## src/rtl/mole_pkg.sv

```systemverilog
// Shared types and helpers for the whack-a-mole game logic.
package mole_pkg;

  localparam int         N_HOLES    = 9;
  localparam logic [8:0] LFSR_SEED  = 9'h1A5;
  localparam int         LFSR_TAP_A = 8;
  localparam int         LFSR_TAP_B = 4;

  typedef enum logic [1:0] {
    IDLE,
    PLAY,
    OVER
  } state_t;

  function automatic logic [3:0] popcount9(input logic [8:0] v);
    logic [3:0] c;
    c = '0;
    for (int i = 0; i < 9; i++) begin
      c = c + {3'b000, v[i]};
    end
    return c;
  endfunction

endpackage

```

## src/rtl/mole_lfsr.sv

```systemverilog
// 9-bit Fibonacci LFSR (x^9+x^5+1), free-running every cycle from a non-zero seed.
module mole_lfsr
  import mole_pkg::*;
(
  input  logic       clk,
  input  logic       rst,
  output logic [8:0] q
);

  logic [8:0] r_q;

  always_ff @(posedge clk) begin
    if (rst) begin
      r_q <= LFSR_SEED;
    end else begin
      r_q <= {r_q[7:0], r_q[LFSR_TAP_A] ^ r_q[LFSR_TAP_B]};
    end
  end

  assign q = r_q;

endmodule

```

## src/rtl/mole_game_ctrl.sv

```systemverilog
// Whack-a-mole game logic: spawns, ages and scores moles over a timed round.
// Optional build macro MISS_PENALTY_EN: hits on vacant holes subtract from the score.
module mole_game_ctrl
  import mole_pkg::*;
#(
  parameter int TICK_DIV   = 50_000_000,
  parameter int MOLE_LIFE  = 3,
  parameter int GAME_TICKS = 60,
  parameter int SCORE_W    = 4
) (
  input  logic               clk,
  input  logic               rst,
  input  logic               start,
  input  logic [8:0]         hit,
  output logic [8:0]         map,
  output logic [SCORE_W-1:0] score,
  output logic               playing,
  output logic               game_over
);

  localparam int CNT_W     = $clog2(TICK_DIV);
  localparam int RND_W     = $clog2(GAME_TICKS + 1);
  localparam int LIFE_W    = $clog2(MOLE_LIFE + 1);
  localparam int SCORE_MAX = 2**SCORE_W - 1;

  state_t               r_state, w_state_next;
  logic [CNT_W-1:0]     r_cnt;
  logic [RND_W-1:0]     r_rnd;
  logic [N_HOLES-1:0]   r_map;
  logic [SCORE_W-1:0]   r_score;

  logic [8:0]           w_lfsr;
  logic                 w_lfsr_unused;
  logic [3:0]           w_k;
  logic                 w_enter, w_tick, w_last, w_spawn_ok;
  logic [N_HOLES-1:0]   w_hits, w_miss, w_survive, w_spawn, w_map_next;
  logic [SCORE_W-1:0]   w_score_next;
  int                   w_sum;

  mole_lfsr u_lfsr (
    .clk (clk),
    .rst (rst),
    .q   (w_lfsr)
  );

  // Only the low nibble selects a hole; the upper bits just carry the sequence.
  assign w_lfsr_unused = ^w_lfsr[8:4];
  assign w_k           = w_lfsr[3:0];

  assign w_enter    = (r_state != PLAY) && start;
  assign w_tick     = (r_state == PLAY) && (r_cnt == CNT_W'(TICK_DIV - 1));
  assign w_last     = w_tick && (r_rnd == RND_W'(1));
  assign w_spawn_ok = w_tick && !w_last && (w_k < 4'd9);
  assign w_hits     = hit & r_map;
  assign w_miss     = hit & ~r_map;

  generate
    for (genvar gi = 0; gi < N_HOLES; gi++) begin : g_hole
      logic [LIFE_W-1:0] r_life;
      logic              w_expire;

      assign w_expire      = w_tick && r_map[gi] && (r_life == LIFE_W'(1));
      // A hit always beats an expiry, and a hit hole counts as vacant for spawning.
      assign w_survive[gi] = r_map[gi] && !hit[gi] && !w_expire;
      assign w_spawn[gi]   = w_spawn_ok && (w_k == 4'(gi)) && !w_survive[gi];

      always_ff @(posedge clk) begin
        if (rst || w_enter) begin
          r_life <= '0;
        end else if (w_spawn[gi]) begin
          r_life <= LIFE_W'(MOLE_LIFE);
        end else if (w_tick && r_map[gi]) begin
          r_life <= r_life - 1'b1;
        end
      end
    end
  endgenerate

  assign w_map_next = w_last ? '0 : (w_survive | w_spawn);

  always_comb begin
    w_sum = int'(r_score) + int'(popcount9(w_hits));
`ifdef MISS_PENALTY_EN
    w_sum = w_sum - int'(popcount9(w_miss));
    if (w_sum < 0) begin
      w_sum = 0;
    end
`endif
    if (w_sum > SCORE_MAX) begin
      w_sum = SCORE_MAX;
    end
    w_score_next = SCORE_W'(w_sum);
  end

  always_comb begin
    w_state_next = r_state;
    case (r_state)
      IDLE, OVER: if (start) w_state_next = PLAY;
      PLAY:       if (w_last) w_state_next = OVER;
      default:    w_state_next = IDLE;
    endcase
  end

  always_ff @(posedge clk) begin
    if (rst) begin
      r_state <= IDLE;
    end else begin
      r_state <= w_state_next;
    end
  end

  always_ff @(posedge clk) begin
    if (rst) begin
      r_cnt   <= '0;
      r_rnd   <= '0;
      r_map   <= '0;
      r_score <= '0;
    end else if (w_enter) begin
      r_cnt   <= '0;
      r_rnd   <= RND_W'(GAME_TICKS);
      r_map   <= '0;
      r_score <= '0;
    end else if (r_state == PLAY) begin
      r_cnt   <= w_tick ? '0 : r_cnt + 1'b1;
      r_map   <= w_map_next;
      r_score <= w_score_next;
      if (w_tick) begin
        r_rnd <= r_rnd - 1'b1;
      end
    end
  end

  assign map       = r_map;
  assign score     = r_score;
  assign playing   = (r_state == PLAY);
  assign game_over = (r_state == OVER);

endmodule

```

## config.mk

```make
export PLATFORM = sky130hd
export DESIGN_NAME = mole_game_ctrl
export DESIGN_NICKNAME = d
export VERILOG_FILES = /design/src/rtl/mole_pkg.sv /design/src/rtl/mole_lfsr.sv /design/src/rtl/mole_game_ctrl.sv
export SDC_FILE = /design/constraint.sdc
export NUM_CORES = 1
export LEC_CHECK = 0
export BUFFER_PORTS_ARGS = -buffer_cell sky130_fd_sc_hd__clkbuf_2
export CAP_MARGIN = 10
export CORE_MARGIN = 2
export CORE_UTILIZATION = 50
export DETAILED_ROUTE_END_ITERATION = 16
export PLACE_DENSITY = 0.68
export SYNTH_ARGS = -nofsm -noshare
export SYNTH_HDL_FRONTEND = slang
export SYNTH_HIERARCHICAL = 1
export SYNTH_SLANG_ARGS = --single-unit
export TNS_END_PERCENT = 100
```

## constraint.sdc

```tcl
create_clock -name clk -period 5.3 [get_ports clk]
set_input_delay 0.53 -clock clk [delete_from_list [all_inputs] [get_ports clk]]
set_output_delay 0.53 -clock clk [all_outputs]
set_load 0.005 [all_outputs]
```

==> flow_metrics.tcl <==
set metrics [dict create \
    status "completed" \
    vias 3290 \
    crit_path_end_kind "flop" \
    cts_setup_buffers 0 \
    dieArea_um2 8630 \
    stdcell_area_um2 4320 \
    slew_headroom_pct 24.3 \
    drc 0 \
    dpl.cell_count 556 \
    finalSetupTns_ns 0 \
    rsz0062_at_grt "no" \
    clk_pin_slew_ns 0.08 \
    cts_buffer_depth 2 \
    synth-seq-cells 74 \
    antenna_left 0 \
    io_buffers 26 \
    synth-seq-area-share_pct 37.5 \
    syn_inst 447 \
    grt_pass1_wl_um 14600 \
    die_h_um 92.9 \
    die_w_um 92.9 \
    drt-wirelength-per-cell_um 15.1 \
    grt_overflow 0 \
    ios 27 \
    critPathKind "flop to flop" \
    highest_layer "met4" \
    wl_met2_um 3990 \
    rows 32 \
    asyncSetResetFlopFracSynth_pct 0 \
    coreArea_um2 7690 \
    final.setup_skew_ns 0.0107 \
    fin_ws_ns 1.65 \
    final-hold-violation-count 0 \
    fillerInstances 729 \
    met3_length_um 414 \
    antenna_found_initial 0 \
    instances_no_fill 572 \
    viasPerCell 5.75 \
    p_per_area_nw_per_um2 248 \
    power.leakage_nw 1.66 \
    cp_data_required_time_ns 5.55 \
    dp_hpwl_um 6100 \
    cp_max_fo 6 \
    synth.cell_area_um2 3950 \
    grt_max_degree 24 \
    cts_resized 0 \
    setup_violations 0 \
    fin_total_pwr_mw 1.07 \
    cts_tree "done" \
    track_usage_pct 21.1 \
    drv_cap 0 \
    startpoint_type "flop" \
    start_util_pct 51.4 \
    clock-root-buffer "clkbuf_8" \
    hold_buffers 0 \
    final_common_cell "dfxtp_1" \
    numCtsBuffers 9 \
    wl_met1_um 4130 \
    hp-class "flop to flop" \
    slew_violations 0 \
    h-tree-depth 3 \
    first_pass_iters 4 \
    place.gp.congestion 0.815 \
    timing.final.crit_share_pct 68.9 \
    layout_common_cells "dfxtp_1, nor2_1, nand2_1" \
    grt_pass1_vias 2997 \
    finalCriticalPeriod_ns 3.65 \
    worst_pin_slew_ns 1.14 \
    pre_cts_slack_ns 1.35 \
    nNetsFinal 501 \
    synth_area_per_cell_um2 8.84 \
    synth_flop_cell "dfxtp_1" \
    clkLatencyLatePin_ns 0.35 \
    cp_data_arrival_time_ns 3.90 \
    r2r_setup_slack_ns 1.65 \
    syn_to_final_growth_pct 9.21 \
    ir_drop_mv 0.135 \
    cts.sinks 74 \
    synth.distinct_cells 59 \
    drive_above_1_share_pct 14.5 \
    dr.first_iter.drc_count 230 \
    place_area_um2 4120 \
    yosysWarnings 6 \
    synth-edff-count 0 \
    syn_nets 483 \
    routed_wl_um 8640 \
    fmax_mhz 274 \
    diodes 0 \
]
[registers in the layout (all words and copies together) (netlist names)]
register,flops
g_hole.r_life,18
map,9
r_cnt,26
r_rnd,6
r_state,2
score,4
u_lfsr/q,9
[power breakdown]
group	total, mW	internal (mW)	switching (mW)
sequential	0.577	0.566	0.0116
clock	0.439	0.217	0.222
combinational	0.0554	0.0202	0.0352
total	1.07	0.802	0.269
[cells in the mapped netlist (all sizes together) (5+ instances only)]
cell	number	area (um^2)
dfxtp	74	1480
nor2	49	186
nand2	29	109
o21ai	27	135
xor2	24	210
nand4	21	131
ha	18	225
inv	17	63.8
a21oi	16	80.1
nand3	15	87.6
nor3	12	60.1
nand2b	11	68.8
xnor2	11	96.3
and2	10	65.1
buf	10	57.6
and4	9	85.1
clkbuf	9	35.0
nor2b	7	43.8
and3	6	41.3
fa	6	120
mux2i	6	60.1
or4	6	45.0
a21o	5	37.5
nor3b	5	37.5
[per-stage QoR]
| stage | utilization (%) | hold WS, ns |
|---|---|---|
| 6_report | 56.2 | 0.408 |
| 5_1_grt | 56.2 | 0.435 |
| 4_1_cts | 56.2 | 0.412 |
| 3_5_place_dp | 53.6 | 0.393 |
| 3_3_place_gp | 53.6 | 0.389 |
| 2_1_floorplan | - | 0.383 |
[critical path, cell delays in order, from the launching register on]
cell,delay [ns]
dfxtp_1,0.35
and2_1,0.17
fa_1,0.50
inv_1,0.05
fa_1,0.52
inv_1,0.05
fa_1,0.47
ha_1,0.24
fa_1,0.40
a21o_1,0.19
a211o_1,0.34
o221a_2,0.26
[final cells by class]
type / count / area, um^2 / share of cell area (%)
flip-flops and latches: 74 / 1480 / 34.3
clock inverters: 7 / 70.1 / 1.62
inverters: 17 / 63.8 / 1.48
repair buffers: 26 / 130 / 3.01
clock buffers: 9 / 124 / 2.87
well taps: 102 / 128 / 2.96
multi-input cells: 337 / 2320 / 53.7
[final timing paths]
kind / endpoint / from / cells after the start
setup reg to reg: score[1] / map[0] / 11
setup / recovery: score[1] / map[0] / 11
hold / removal: u_lfsr/q[7] / u_lfsr/q[6] / 1
hold reg to reg: u_lfsr/q[7] / u_lfsr/q[6] / 1
[kinds of logic after synthesis]
group / synth area share (%)
buf+inv: 3.96
fa+ha+maj: 8.74
compound gates: 11.0
simple gates: 29.5
flops: 37.5
xor+xnor: 7.76
mux: 1.52
[layer usage]
metal	up-vias	GRT usage, %
met3	9	2.93
met1	1567	29.4
met5	-	0
met4	0	6.99
met2	95	33.8
li1	1619	-
Note: power is estimated with default switching activity, not from simulation.
